**config.mk**
```make
export PLATFORM = sky130hd
export DESIGN_NAME = div_unit_flat
export DESIGN_NICKNAME = d
export VERILOG_FILES = /design/src/rtl/div_unit_if.sv /design/src/rtl/div_unit.sv /design/src/flat_wrapper.sv
export SDC_FILE = /design/constraint.sdc
export NUM_CORES = 1
export LEC_CHECK = 0
export CAP_MARGIN = 40
export CELL_PAD_IN_SITES_DETAIL_PLACEMENT = 0
export CELL_PAD_IN_SITES_GLOBAL_PLACEMENT = 1
export CORE_ASPECT_RATIO = 0.75
export CORE_UTILIZATION = 50
export DETAILED_ROUTE_END_ITERATION = 6
export DONT_BUFFER_PORTS = 1
export MAX_ROUTING_LAYER = met4
export PLACE_DENSITY = 0.89
export SKIP_LAST_GASP = 1
export SYNTH_ARGS = -nofsm -noshare
export SYNTH_HDL_FRONTEND = slang
export SYNTH_SLANG_ARGS = --single-unit
```
**constraint.sdc**
```tcl
create_clock -name clk -period 8.17 [get_ports clk]
set_clock_uncertainty 0.05 [all_clocks]
set_input_delay 0.817 -clock clk [delete_from_list [all_inputs] [get_ports clk]]
set_output_delay 0.817 -clock clk [all_outputs]
set_load 0.02 [all_outputs]
```
**src/rtl/div_unit_if.sv**
```systemverilog
// Request/response bundle between the execute stage and the multi-cycle divider.
// The master issues operands with start; the slave reports busy/done and results.
interface div_unit_if;
  logic        start;
  logic        is_signed;
  logic [31:0] dividend;
  logic [31:0] divisor;
  logic        busy;
  logic        done;
  logic [31:0] quotient;
  logic [31:0] remainder;

  modport master (
    output start, is_signed, dividend, divisor,
    input  busy, done, quotient, remainder
  );

  modport slave (
    input  start, is_signed, dividend, divisor,
    output busy, done, quotient, remainder
  );
endinterface

```
**src/rtl/div_unit.sv**
```systemverilog
// 32-bit restoring divider: one quotient bit per cycle on operand magnitudes.
// Signs are reapplied at commit, and divide-by-zero results are substituted there.
module div_unit (
  input logic       clk,
  input logic       rst,
  div_unit_if.slave bus
);

  typedef enum logic [1:0] {S_IDLE, S_CALC, S_DONE} state_t;

  state_t      state;
  state_t      state_next;
  logic [4:0]  count;
  logic [31:0] dvd_shift;
  logic [31:0] dvs_mag;
  logic [31:0] rem_acc;
  logic [31:0] quo_acc;
  logic [31:0] raw_dividend;
  logic        q_neg;
  logic        r_neg;
  logic        div_zero;
  logic [31:0] q_out;
  logic [31:0] r_out;

  logic        accept;
  logic        last_step;
  logic [31:0] dvd_mag_in;
  logic [31:0] dvs_mag_in;
  logic [32:0] shifted;
  logic [32:0] trial;
  logic [31:0] rem_step;
  logic [31:0] quo_step;

  assign accept     = bus.start && (state != S_CALC);
  assign last_step  = (state == S_CALC) && (count == 5'd31);
  assign dvd_mag_in = (bus.is_signed && bus.dividend[31]) ? -bus.dividend : bus.dividend;
  assign dvs_mag_in = (bus.is_signed && bus.divisor[31])  ? -bus.divisor  : bus.divisor;

  always_ff @(posedge clk) begin
    if (rst) state <= S_IDLE;
    else     state <= state_next;
  end

  always_comb begin
    state_next = state;
    case (state)
      S_IDLE:  if (accept) state_next = S_CALC;
      S_CALC:  if (count == 5'd31) state_next = S_DONE;
      S_DONE:  state_next = accept ? S_CALC : S_IDLE;
      default: state_next = S_IDLE;
    endcase
  end

  // The partial remainder stays below the divisor magnitude, so a 33-bit trial
  // subtraction is enough to tell whether the shifted value can absorb it.
  always_comb begin
    shifted  = {rem_acc, dvd_shift[31]};
    trial    = shifted - {1'b0, dvs_mag};
    rem_step = shifted[31:0];
    quo_step = {quo_acc[30:0], 1'b0};
    if (!trial[32]) begin
      rem_step = trial[31:0];
      quo_step = {quo_acc[30:0], 1'b1};
    end
  end

  always_ff @(posedge clk) begin
    if (rst) begin
      count        <= 5'd0;
      dvd_shift    <= 32'd0;
      dvs_mag      <= 32'd0;
      rem_acc      <= 32'd0;
      quo_acc      <= 32'd0;
      raw_dividend <= 32'd0;
      q_neg        <= 1'b0;
      r_neg        <= 1'b0;
      div_zero     <= 1'b0;
      q_out        <= 32'd0;
      r_out        <= 32'd0;
    end else if (accept) begin
      count        <= 5'd0;
      dvd_shift    <= dvd_mag_in;
      dvs_mag      <= dvs_mag_in;
      rem_acc      <= 32'd0;
      quo_acc      <= 32'd0;
      raw_dividend <= bus.dividend;
      q_neg        <= bus.is_signed && (bus.dividend[31] ^ bus.divisor[31]);
      r_neg        <= bus.is_signed && bus.dividend[31];
      div_zero     <= (bus.divisor == 32'd0);
    end else if (state == S_CALC) begin
      count     <= count + 5'd1;
      dvd_shift <= {dvd_shift[30:0], 1'b0};
      rem_acc   <= rem_step;
      quo_acc   <= quo_step;
      if (last_step) begin
        q_out <= div_zero ? 32'hFFFF_FFFF : (q_neg ? -quo_step : quo_step);
        r_out <= div_zero ? raw_dividend  : (r_neg ? -rem_step : rem_step);
      end
    end
  end

  assign bus.busy      = (state == S_CALC);
  assign bus.done      = (state == S_DONE);
  assign bus.quotient  = q_out;
  assign bus.remainder = r_out;

endmodule

```
**src/flat_wrapper.sv**
```systemverilog
// flat-port wrapper written by rule: the top's interface ports become plain ports
module div_unit_flat 
  (clk, rst, bus_start, bus_is_signed, bus_dividend, bus_divisor, bus_busy, bus_done, bus_quotient, bus_remainder);
  div_unit_if bus_i ();
  input logic clk;
  input logic rst;
  input wire logic [$bits(bus_i.start)-1:0] bus_start;
  input wire logic [$bits(bus_i.is_signed)-1:0] bus_is_signed;
  input wire logic [$bits(bus_i.dividend)-1:0] bus_dividend;
  input wire logic [$bits(bus_i.divisor)-1:0] bus_divisor;
  output wire logic [$bits(bus_i.busy)-1:0] bus_busy;
  output wire logic [$bits(bus_i.done)-1:0] bus_done;
  output wire logic [$bits(bus_i.quotient)-1:0] bus_quotient;
  output wire logic [$bits(bus_i.remainder)-1:0] bus_remainder;
  assign bus_i.start = bus_start;
  assign bus_i.is_signed = bus_is_signed;
  assign bus_i.dividend = bus_dividend;
  assign bus_i.divisor = bus_divisor;
  assign bus_busy = bus_i.busy;
  assign bus_done = bus_i.done;
  assign bus_quotient = bus_i.quotient;
  assign bus_remainder = bus_i.remainder;
  div_unit u_core (.clk(clk), .rst(rst), .bus(bus_i));
endmodule
```
# [Word-level counts from Yosys, hierarchy flattened]
# Cells that the tools add are included.
[word_totals] out_inout_bits=66 input_bits=68 reg_bits=233 elab_cells=51
[classes] reduce_logical=11 bitwise=2 n_eq_ne=6 addsub=6 mux=14
[op_table] operator="32-bit 2-to-1 mux" count=9
[op_table] operator="32-bit negation" count=4
[op_table] operator="33-bit by 32-bit subtractor with 33-bit output" count=1
[op_table] operator="32-bit logical NOT" count=1
[op_table] operator="2-bit by 1-bit != test with 1-bit output, second input constant" count=3
[op_table] operator="2-bit one-hot mux with 3 select lines" count=1
[op_table] operator="5-bit by 1-bit adder with 5-bit output, second input constant" count=1
[op_table] operator="5-bit equality test, second input constant" count=1
[op_table] operator="1-bit logical AND" count=5
[op_table] operator="2-bit 2-to-1 mux" count=2
[op_table] operator="3-bit AND reduction" count=1
[op_table] operator="2-bit by 1-bit equality test with 1-bit output, second input constant" count=1
[op_table] operator="2-bit equality test, second input constant" count=1
[op_table] operator="2-bit logical NOT" count=1
[op_table] operator="1-bit 2-to-1 mux" count=2
[op_table] operator="2-bit AND reduction" count=1
[op_table] operator="2-bit nonzero test" count=1
[op_table] operator="2-bit OR reduction" count=1
[op_table] operator="1-bit NOT" count=1
[op_table] operator="1-bit bitwise XOR" count=1

# [Longest topological paths before layout]
# Gate-level depths: netlist of the first run.
[depth] word_depth=5 mapped_depth=25 mapped_depth_nobuf=23

# [Worst setup path before layout of the first run]
# OpenSTA, ideal clock, no wires.
[synth_timing] path_kind="reg2reg" start="register u_core.dvd_shift[31]" end="register u_core.r_out[30], in the netlist u_core.bus.remainder[30]" stages_incl_launch_ff=26 slack_ns=2.969 path_buffers=2 synth_period_minus_slack_ns=5.201 t_required_ns=8.034 setup_ns=0.086 arrival_time_ns=5.066 path_cell_list="dfxtp_1 > inv_1 > ha_1 > fa_1 > nand2b_1 > a21oi_1 > o211ai_2 > a311oi_4 > o21a_2 > nor2_8 > inv_2 > buf_2 > buf_1 > nor2_1 > a21oi_1 > ha_1 > inv_1 > or3_1 > or4_1 > a21oi_1 > a41o_1 > nor2b_1 > nand4_1 > o21ai_1 > xnor2_1 > a211oi_1"
[synth_via] elab_chain_cells=5
[synth_lines] item="start, declared" line="div_unit.sv:14" rtl="logic [31:0] dvd_shift;"
[synth_lines] item="start signal, assigned" line="div_unit.sv:82" rtl="dvd_shift <= dvd_mag_in;"
[synth_lines] item="start signal, assigned" line="div_unit.sv:92" rtl="dvd_shift <= {dvd_shift[30:0], 1'b0};"
[synth_lines] item="33-bit by 32-bit subtractor with 33-bit output" line="div_unit.sv:58" rtl="trial = shifted - {1'b0, dvs_mag};"
[synth_lines] item="32-bit 2-to-1 mux *" line="div_unit.sv:61" rtl="if (!trial[32]) begin"
[synth_lines] item="32-bit negation" line="div_unit.sv:97" rtl="r_out <= div_zero ? raw_dividend : (r_neg ? -rem_step : rem_step);"
[synth_lines] item="32-bit 2-to-1 mux * (2 in series)" line="div_unit.sv:97"
[synth_lines] item="end signal, assigned" line="div_unit.sv:97"
[synth_lines] item="end, declared" line="div_unit.sv:23" rtl="logic [31:0] r_out;"
# Mark *: on every way between the ends. The rest lies on a longest branch, timed or not.
# A chain may end at the register's enable or synchronous reset.

# [Worst setup path after layout of the first run]
[layout_timing] start="register u_core.dvd_shift[31]" end="register u_core.r_out[28], in the netlist u_core.bus.remainder[28]"
# Same word-level chain as after synthesis.

==> flow_metrics.py, run 1 <==
metrics = {
    "clocking": {
        "postCtsSetupBuffers": 0,
        "cts.clk_slew.worst_paths_ps": 70,
        "htreeDepth": 1,
        "clock_latency_ps": 540,
        "clock_path_buffers": 3,
        "clock-sinks": 233,
        "cts_tree": "done",
        "root_buffer": "clkbuf_16",
        "post_cts_resized": 0,
        "hold_buffers": 0,
        "cts_buffers": 26,
    },
    "setup_path": {
        "path_class": "reg -> reg",
        "ff2ff_path_depth": 22,
        "worst_ep_arrival_time_ps": 7120,
        "crit_path_end_kind": "flop",
        "path_max_fanout": 51,
        "required_ps": 8580,
        "startpoint_type": "flop",
    },
    "floorplanning": {
        "coreArea_mm2": 0.0271,
        "die_y_um": 146,
        "die_area_mm2": 0.0284,
        "start_util": 0.511,
        "io_pins": 134,
        "die_w_um": 194,
        "rows": 52,
    },
    "sta": {
        "finalSetupTns_ps": 0,
        "setup_viol": 0,
        "fin_crit_sh": 0.822,
        "drv_slew": 0,
        "fmax_ghz": 0.149,
        "timing_hold_violations_final": 0,
        "period_minus_slack_ps": 6710,
        "rsz0062_at_grt": "false",
        "fin_ws_ps": 1460,
        "slew_headroom": 0.398,
        "tightest_slew_ps": 903,
    },
    "yosys": {
        "yosysSeqAreaShare": 0.337,
        "synth_edf_count": 0,
        "yosysWarningCount": 0,
        "synth_nets": 1929,
        "synth_seq_cells": 233,
        "synthArstFlopShare": 0,
        "synth_area_per_cell_um2": 7.60,
        "ys_types": 78,
        "mappedNetlistArea_mm2": 0.0138,
        "synth_cells": 1822,
        "synthFlopType": "dfxtp_1",
    },
    "layout": {
        "layout.nets": 1847,
        "multi_input_area_mm2": 0.00852,
        "final_layout_size_suffix_gt1_frac": 0.0517,
        "seq_area_mm2": 0.00467,
        "layout_commonest_cell": "nor2_1",
        "area_growth_pct": 7.51,
        "most-common-layout-cells": "nor2_1, nand2_1, dfxtp_1",
        "n_fill_cell": 2612,
    },
    "placed_design": {
        "dp_slack_ps": 1740,
        "post-dp-hpwl_um": 31100,
        "place_congestion": 0.985,
        "port_buffers": 0,
    },
    "power_and_ir_drop": {
        "p_leak_nw": 5.39,
        "peakVddDrop_mv": 0.212,
        "power_density_mw_per_mm2": 240,
    },
    "global_route": {
        "antenna_found_initial": 3,
        "overflow": 0,
        "grt_pass1_wl_um": 66000,
        "grt_usage": 0.302,
        "grt_max_degree": 168,
        "grt_pass1_vias": 11500,
    },
    "detailed_routing": {
        "via_count": 13000,
        "antenna_left": 0,
        "route.detailed.drc": 0,
        "finalWirelength_um": 42700,
        "post_drt_wl_per_cell_um": 20.2,
        "routed_via_density": 6.15,
        "drt_iter0_markers": 1218,
        "first_pass_iters": 6,
    },
    "worst_hold_path": {
        "hold_depth": 1,
        "min_path_type": "in -> reg",
    },
    "status": {
        "status": "completed",
    },
    "job": {
        "drv_cap": 0,
    },
}
-- sequential cells by signal, summed over array words and instances, names as in the netlist, 2 cells and up --
register / cells
u_core.bus.quotient: 32
u_core.bus.remainder: 32
u_core.count: 5
u_core.dvd_shift: 32
u_core.dvs_mag: 32
u_core.quo_acc: 31
u_core.raw_dividend: 32
u_core.rem_acc: 32
u_core.state: 2
-- cell usage after synthesis, types with 21 or more instances --
| library cell | n | share of area |
|---|---|---|
| nor2_1 | 243 | 0.066 |
| nand2_1 | 240 | 0.065 |
| dfxtp_1 | 233 | 0.34 |
| a21oi_1 | 175 | 0.063 |
| a211oi_1 | 107 | 0.058 |
| clkbuf_1 | 96 | 0.026 |
| o21ai_0 | 80 | 0.029 |
| xor2_1 | 69 | 0.044 |
| xnor2_1 | 60 | 0.038 |
| inv_1 | 48 | 0.013 |
| ha_1 | 38 | 0.034 |
| mux2i_1 | 36 | 0.026 |
| or3_1 | 36 | 0.016 |
| nor3_1 | 35 | 0.013 |
| nand3_1 | 34 | 0.012 |
| o31ai_1 | 21 | 0.011 |
-- cells by family (layout without fill, tap and decap cells) --
logic type | Yosys count | count (layout) | synth area share
buf+inv | 172 | 110 | 0.0483
flops | 233 | 233 | 0.337
compound gates | 519 | 519 | 0.243
mux | 36 | 36 | 0.0260
xor+xnor | 129 | 129 | 0.0816
other cells | 0 | 1 | 0
fa+ha+maj | 39 | 39 | 0.0358
simple gates | 694 | 694 | 0.229
-- stage by stage --
step                hold slack (ps)  cell area, um2  power, mW   util  cells
detailed placement              387           13900       2.24  0.514   2062
floorplan                       381           13800       2.01      -   1822
global route                    298           14900       3.71  0.550   2112
finish                          304           14900       3.56  0.550   2112
CTS                             287           14900       3.55  0.549   2110
global placement                384           13900       2.23  0.513   2060
-- report_power, final --
part	total, mW	internal [mW]	switching, mW
Clock	1.32	0.813	0.506
Sequential	1.22	1.19	0.0383
Combinational	1.02	0.356	0.665
-- metal layers --
layer	global-route usage	wire length, um	part of all wire	vias up
li1	-	-	-	6329
met1	0.435	19900	0.47	6091
met2	0.403	16900	0.40	510
met3	0.0977	4960	0.12	68
met4	0.0687	947	0.022	0
met5	-	0	0	-
-- cell type report --
class	instances	area share
Multi-Input combinational cell	1417	0.572
Clock inverter	17	0.0169
Tap cell	351	0.0295
Timing Repair Buffer	13	0.00715
Antenna cell	1	0.000168
Sequential cell	233	0.314
Inverter	49	0.0125
Clock buffer	31	0.0478
-- final timing paths --
check / slack, ps / startpoint / endpoint
worst min register to register: 400 / u_core.raw_dividend[31]$_SDFFE_PP0P_ / u_core.raw_dividend[31]$_SDFFE_PP0P_
worst max register to register: 1460 / u_core.dvd_shift[31]$_SDFFE_PP0P_ / u_core.bus.remainder[28]$_SDFFE_PP0P_
worst min-delay path: 300 / rst / u_core.bus.quotient[4]$_SDFFE_PP0P_
worst max-delay path: 1460 / u_core.dvd_shift[31]$_SDFFE_PP0P_ / u_core.bus.remainder[28]$_SDFFE_PP0P_
-- critical path, cell delays in order, from the launching register on --
cell,delay [ps]
dfxtp_1,400
inv_1,60
ha_1,200
fa_1,420
nand2b_1,200
a21oi_1,210
o211ai_2,180
a311oi_4,380
nor3_2,160
nor2_8,720
inv_2,500
a21oi_1,410
ha_1,300
inv_1,90
or3_1,450
or4_1,430
a21oi_1,140
a41o_1,200
nor2b_1,410
a41oi_1,220
xnor2_1,200
nand2_1,70
a31oi_1,220
No activity file was read; power rests on OpenSTA's default activity.
==> run 2, diff against run 1 <==
--- a/config.mk
+++ b/config.mk
@@ -9,11 +9,11 @@
 export CELL_PAD_IN_SITES_DETAIL_PLACEMENT = 0
 export CELL_PAD_IN_SITES_GLOBAL_PLACEMENT = 1
 export CORE_ASPECT_RATIO = 0.75
-export CORE_UTILIZATION = 50
+export CORE_UTILIZATION = 43
 export DETAILED_ROUTE_END_ITERATION = 6
 export DONT_BUFFER_PORTS = 1
 export MAX_ROUTING_LAYER = met4
-export PLACE_DENSITY = 0.89
+export PLACE_DENSITY = 0.82
 export SKIP_LAST_GASP = 1
 export SYNTH_ARGS = -nofsm -noshare
 export SYNTH_HDL_FRONTEND = slang
==> constraint.sdc (replaced) <==
create_clock -name clk -period 5.4 [get_ports clk]
set_clock_uncertainty 0.05 [all_clocks]
set_input_delay 0.54 -clock clk [delete_from_list [all_inputs] [get_ports clk]]
set_output_delay 0.54 -clock clk [all_outputs]
set_load 0.02 [all_outputs]
==> run 2 against run 1 <==
  * First-iteration DRC count down 11%
  * Sequential share of layout area decreased by 0.13 points
  * Sequential power rose by 52%
  * Critical path depth is the same
  * Non-clock buffer count rose by 20
  * Sequential cell count is the same
  * Global-route usage shrank 2.7 points
  * Count of clock-buffer cells in the layout grew 9
  * Die area is 16% higher
  * Clock power increased by 27%
==> flow_metrics.py, run 2 (same netlist as run 1, synthesis figures left out) <==
metrics = {
    "floorplanning": {
        "rows": 56,
        "die_y_um": 157,
        "coreArea_mm2": 0.0315,
        "start_util": 0.440,
        "io_pins": 134,
        "die_area_mm2": 0.0329,
        "die_w_um": 209,
    },
    "detailed_routing": {
        "via_count": 12900,
        "antenna_left": 0,
        "routed_via_density": 5.91,
        "finalWirelength_um": 44400,
        "drt_iter0_markers": 1079,
        "post_drt_wl_per_cell_um": 20.3,
        "first_pass_iters": 7,
        "route.detailed.drc": 0,
    },
    "layout": {
        "most-common-layout-cells": "nor2_1, nand2_1, dfxtp_1",
        "design_area_mm2": 0.0149,
        "final_layout_size_suffix_gt1_frac": 0.0580,
        "layout.nets": 1866,
        "area_growth_pct": 7.99,
        "layout_commonest_cell": "nor2_1",
    },
    "clocking": {
        "root_buffer": "clkbuf_16",
        "clock-sinks": 233,
        "hold_buffers": 0,
        "clock_latency_ps": 540,
        "cts_buffers": 25,
        "htreeDepth": 1,
        "cts.clk_slew.worst_paths_ps": 60,
        "cts_tree": "done",
        "post_cts_resized": 0,
        "postCtsSetupBuffers": 0,
        "clock_path_buffers": 3,
    },
    "status": {
        "status": "completed",
    },
    "global_route": {
        "overflow": 0,
        "grt_pass1_vias": 11800,
        "antenna_found_initial": 1,
        "grt_max_degree": 168,
        "grt_usage": 0.275,
        "grt_pass1_wl_um": 69000,
    },
    "worst_hold_path": {
        "hold_start": "rst",
        "hold_end": "u_core.bus.quotient[6]$_SDFFE_PP0P_",
        "hold_depth": 1,
        "min_path_type": "in -> reg",
    },
    "sta": {
        "timing_hold_violations_final": 0,
        "setup_viol": 0,
        "holdWs_ps": 27.2,
        "fin_crit_sh": 0.926,
        "fmax_ghz": 0.200,
        "tightest_slew_ps": 791,
        "rsz0062_at_grt": "true",
        "slew_headroom": 0.469,
        "period_minus_slack_ps": 5000,
        "drv_slew": 0,
    },
    "setup_path": {
        "ff2ff_path_depth": 22,
        "r2r-start": "u_core.dvs_mag[11]$_SDFFE_PP0P_",
        "required_ps": 5810,
        "rrSetupSlack_ps": 400,
        "path_max_fanout": 10,
        "crit_path_end_kind": "flop",
        "path_class": "reg -> reg",
        "startpoint_type": "flop",
        "worst_ep_arrival_time_ps": 5410,
        "reg2reg_to": "u_core.bus.remainder[30]$_SDFFE_PP0P_",
    },
    "placed_design": {
        "place_congestion": 0.969,
        "port_buffers": 0,
        "dpl_cell_area_mm2": 0.0142,
        "post-dp-hpwl_um": 32900,
    },
    "power_and_ir_drop": {
        "power_density_mw_per_mm2": 343,
        "p_leak_nw": 5.39,
        "peakVddDrop_mv": 0.216,
    },
    "job": {
        "drv_cap": 0,
    },
}
==> run 2: how the worst max path moves through the flow <==
stage	start	to	slack (ps)
floorplan	u_core.dvd_shift[31]$_SDFFE_PP0P_	u_core.bus.remainder[30]$_SDFFE_PP0P_	200
global placement	u_core.dvs_mag[11]$_SDFFE_PP0P_	u_core.bus.remainder[30]$_SDFFE_PP0P_	230
detailed placement	u_core.dvs_mag[11]$_SDFFE_PP0P_	u_core.bus.remainder[30]$_SDFFE_PP0P_	200
CTS	u_core.dvs_mag[11]$_SDFFE_PP0P_	u_core.bus.remainder[30]$_SDFFE_PP0P_	150
global route	u_core.dvd_shift[31]$_SDFFE_PP0P_	u_core.bus.remainder[30]$_SDFFE_PP0P_	-20
finish	u_core.dvs_mag[11]$_SDFFE_PP0P_	u_core.bus.remainder[30]$_SDFFE_PP0P_	400
==> run 2: power by group <==
group	leakage, nW	internal [mW]	switching, mW
sequential	1.90	1.80	0.0584
clock	0.368	0.955	0.713
combinational	3.13	0.576	1.03
==> run 2: through the flow <==
stage	power, mW	util	worst slack (ps)	TNS [ps]	instances
2_1_floorplan	3.04	-	199	0	1822
3_3_place_gp	3.46	0.449	235	0	2136
3_5_place_dp	3.45	0.450	197	0	2138
4_1_cts	5.12	0.474	150	0	2181
5_1_grt	5.37	0.475	-16.6	-16.6	2182
6_report	5.12	0.475	399	0	2182
==> run 2: final cells by class <==
class	count	area [um2]
timing repair buffer	33	280
antenna	1	2.50
inverter	49	186
clock inverter	3	42.5
clock buffer	40	722
tap	406	508
sequential	233	4670
multi-input combinational	1417	8540
fill	3097	16500
==> run 2: metal layers <==
| layer | global-route usage | part of all wire | vias to the layer above |
|---|---|---|---|
| li1 | - | - | 6351 |
| met1 | 0.386 | 0.48 | 6111 |
| met2 | 0.377 | 0.40 | 380 |
| met3 | 0.0908 | 0.10 | 50 |
| met4 | 0.0609 | 0.020 | 0 |
| met5 | - | 0 | - |
==> run 2: critical path, cell delays in order (launching register included) <==
cell and delay [ps]:
dfxtp_1 330, inv_1 50, ha_2 430, nand2_1 150, o21ai_2 180, or3b_4 430, a311oi_4 340, o21a_2 240
nor2_8 50, inv_2 100, nor2_1 50, a21oi_1 170, ha_1 230, inv_1 80, or3_1 430, or4_1 430
a21oi_1 130, a41o_1 190, nor2b_4 250, nand4_1 110, o21ai_1 180, xnor2_1 80, a211oi_1 220
==> run 3, diff against run 2 <==
--- a/config.mk
+++ b/config.mk
@@ -14,6 +14,7 @@
 export DONT_BUFFER_PORTS = 1
 export MAX_ROUTING_LAYER = met4
 export PLACE_DENSITY = 0.82
+export SETUP_SLACK_MARGIN = 0.15
 export SKIP_LAST_GASP = 1
 export SYNTH_ARGS = -nofsm -noshare
 export SYNTH_HDL_FRONTEND = slang
==> run 3 against run 2 <==
  * Non-clock buffer count is 4 higher
  * Sequential power is essentially flat
  * Core utilization up 0.24 points
  * Combinational power about the same
  * Global-route usage is essentially flat
  * Power up 0.53%
  * Final area grew 0.51%
  * Sequential share of layout area down 0.16 points
  * Largest power group unchanged
  * Register-to-register slack improved by 40 ps
  * Via count is 0.47% higher
  * Cell count increased by 0.18%
==> flow_metrics.py, run 3 (same netlist as run 1, synthesis figures left out) <==
metrics = {
    "worst_hold_path": {
        "hold_end": "u_core.bus.quotient[8]$_SDFFE_PP0P_",
        "hold_depth": 1,
        "min_path_type": "in -> reg",
        "hold_start": "rst",
    },
    "layout": {
        "final_layout_size_suffix_gt1_frac": 0.0630,
        "design_area_mm2": 0.0150,
        "most-common-layout-cells": "nor2_1, nand2_1, dfxtp_1",
        "n_fill_cell": 3086,
        "final_util": 0.477,
        "layout_commonest_cell": "nor2_1",
        "layout.nets": 1870,
        "area_growth_pct": 8.54,
        "final_cells": 2186,
    },
    "power_and_ir_drop": {
        "power_mw": 5.15,
        "peakVddDrop_mv": 0.217,
        "power_density_mw_per_mm2": 343,
        "p_leak_nw": 5.42,
    },
    "global_route": {
        "overflow": 0,
        "grt_max_degree": 168,
        "antenna_found_initial": 1,
        "grt_pass1_wl_um": 69000,
        "grt_pass1_vias": 11800,
        "gr-usage-met1": 0.387,
        "busiest_layer": "met1",
        "use_met2": 0.377,
        "grt_usage": 0.275,
        "met3_usage": 0.0878,
    },
    "placed_design": {
        "dpl_cell_area_mm2": 0.0142,
        "dp_slack_ps": 197,
        "port_buffers": 0,
        "dp_cells": 2138,
        "place_congestion": 0.969,
        "post-dp-hpwl_um": 32900,
    },
    "floorplanning": {
        "rows": 56,
        "die_w_um": 209,
        "die_area_mm2": 0.0329,
        "start_util": 0.440,
        "coreArea_mm2": 0.0315,
        "die_y_um": 157,
        "io_pins": 134,
    },
    "sta": {
        "fin_ws_ps": 434,
        "period_minus_slack_ps": 4970,
        "drv_slew": 0,
        "finalSetupTns_ps": 0,
        "setup_viol": 0,
        "fin_crit_sh": 0.920,
        "slew_headroom": 0.469,
        "rsz0062_at_grt": "false",
        "fmax_ghz": 0.201,
        "tightest_slew_ps": 797,
        "timing_hold_violations_final": 0,
        "holdWs_ps": 25.4,
    },
    "clocking": {
        "root_buffer": "clkbuf_16",
        "cts_tree": "done",
        "cts_buffers": 25,
        "clock_latency_ps": 540,
        "clock_path_buffers": 3,
        "hold_buffers": 0,
        "clock-sinks": 233,
        "cts.clk_slew.worst_paths_ps": 60,
        "htreeDepth": 1,
    },
    "setup_path": {
        "r2r-start": "u_core.dvd_shift[31]$_SDFFE_PP0P_",
        "crit_path_end_kind": "flop",
        "worst_ep_arrival_time_ps": 5380,
        "reg2reg_to": "u_core.bus.remainder[18]$_SDFFE_PP0P_",
        "required_ps": 5810,
        "rrSetupSlack_ps": 430,
        "ff2ff_path_depth": 24,
        "startpoint_type": "flop",
        "path_class": "reg -> reg",
        "path_max_fanout": 6,
    },
    "detailed_routing": {
        "antenna_left": 0,
        "post_drt_wl_per_cell_um": 20.4,
        "via_count": 13000,
        "finalWirelength_um": 44500,
        "routed_via_density": 5.92,
        "route.detailed.drc": 0,
        "first_pass_iters": 5,
        "drt_iter0_markers": 1086,
    },
    "job": {
        "drv_cap": 0,
    },
    "status": {
        "status": "completed",
    },
}
-- run 3: what timing repair did --
| action | CTS | global route |
|---|---|---|
| resized for setup | 1 | 14 |
| cloned | 0 | 0 |
| pin swaps | 0 | 5 |
| endpoints found under the setup margin | 1 | 9 |
| setup buffers | 0 | 4 |
-- run 3: worst max-delay path by stage --
| stage | start | to | depth (start not counted) |
|---|---|---|---|
| 2_1_floorplan | u_core.dvd_shift[31]$_SDFFE_PP0P_ | u_core.bus.remainder[30]$_SDFFE_PP0P_ | 25 |
| 3_3_place_gp | u_core.dvs_mag[11]$_SDFFE_PP0P_ | u_core.bus.remainder[30]$_SDFFE_PP0P_ | 22 |
| 3_5_place_dp | u_core.dvs_mag[11]$_SDFFE_PP0P_ | u_core.bus.remainder[30]$_SDFFE_PP0P_ | 22 |
| 4_1_cts | u_core.dvs_mag[11]$_SDFFE_PP0P_ | u_core.bus.remainder[30]$_SDFFE_PP0P_ | 22 |
| 5_1_grt | u_core.dvd_shift[31]$_SDFFE_PP0P_ | u_core.bus.remainder[18]$_SDFFE_PP0P_ | 24 |
| 6_report | u_core.dvd_shift[31]$_SDFFE_PP0P_ | u_core.bus.remainder[18]$_SDFFE_PP0P_ | 24 |
-- run 3: report_power, final --
group	total, mW	internal, mW	switching, mW
combinational	1.62	0.589	1.03
sequential	1.85	1.80	0.0590
clock	1.67	0.955	0.718
-- run 3: critical path, stage by stage, from the launching register on --
cell	delay, ps
dfxtp_1	330
inv_1	40
ha_1	200
fa_1	400
nand2b_1	210
a21oi_2	180
o211ai_2	150
a311oi_4	300
o21a_2	250
nor2_8	50
inv_2	110
nor2_1	50
a21oi_1	190
ha_2	240
inv_1	70
or3_4	400
or4_1	420
a21oi_1	130
a41o_1	210
nor2b_4	230
buf_4	150
nor2_1	50
xnor2_1	160
mux2i_1	90
a211oi_1	230
-- run 3: cell type report --
| type | count | area (um2) | share of cell area |
|---|---|---|---|
| Clock inverter | 3 | 42.5 | 0.00283 |
| Antenna cell | 1 | 2.50 | 0.000167 |
| Sequential cell | 233 | 4670 | 0.311 |
| Timing Repair Buffer | 37 | 310 | 0.0207 |
| Inverter | 49 | 186 | 0.0124 |
| Tap cell | 406 | 508 | 0.0338 |
| Clock buffer | 40 | 722 | 0.0481 |
| Multi-Input combinational cell | 1417 | 8580 | 0.571 |
-- run 3: metal layers --
metal / wire, um / up-vias
li1: - / 6365
met1: 21400 / 6138
met2: 17700 / 398
met3: 4480 / 51
met4: 903 / 0
met5: 0 / -
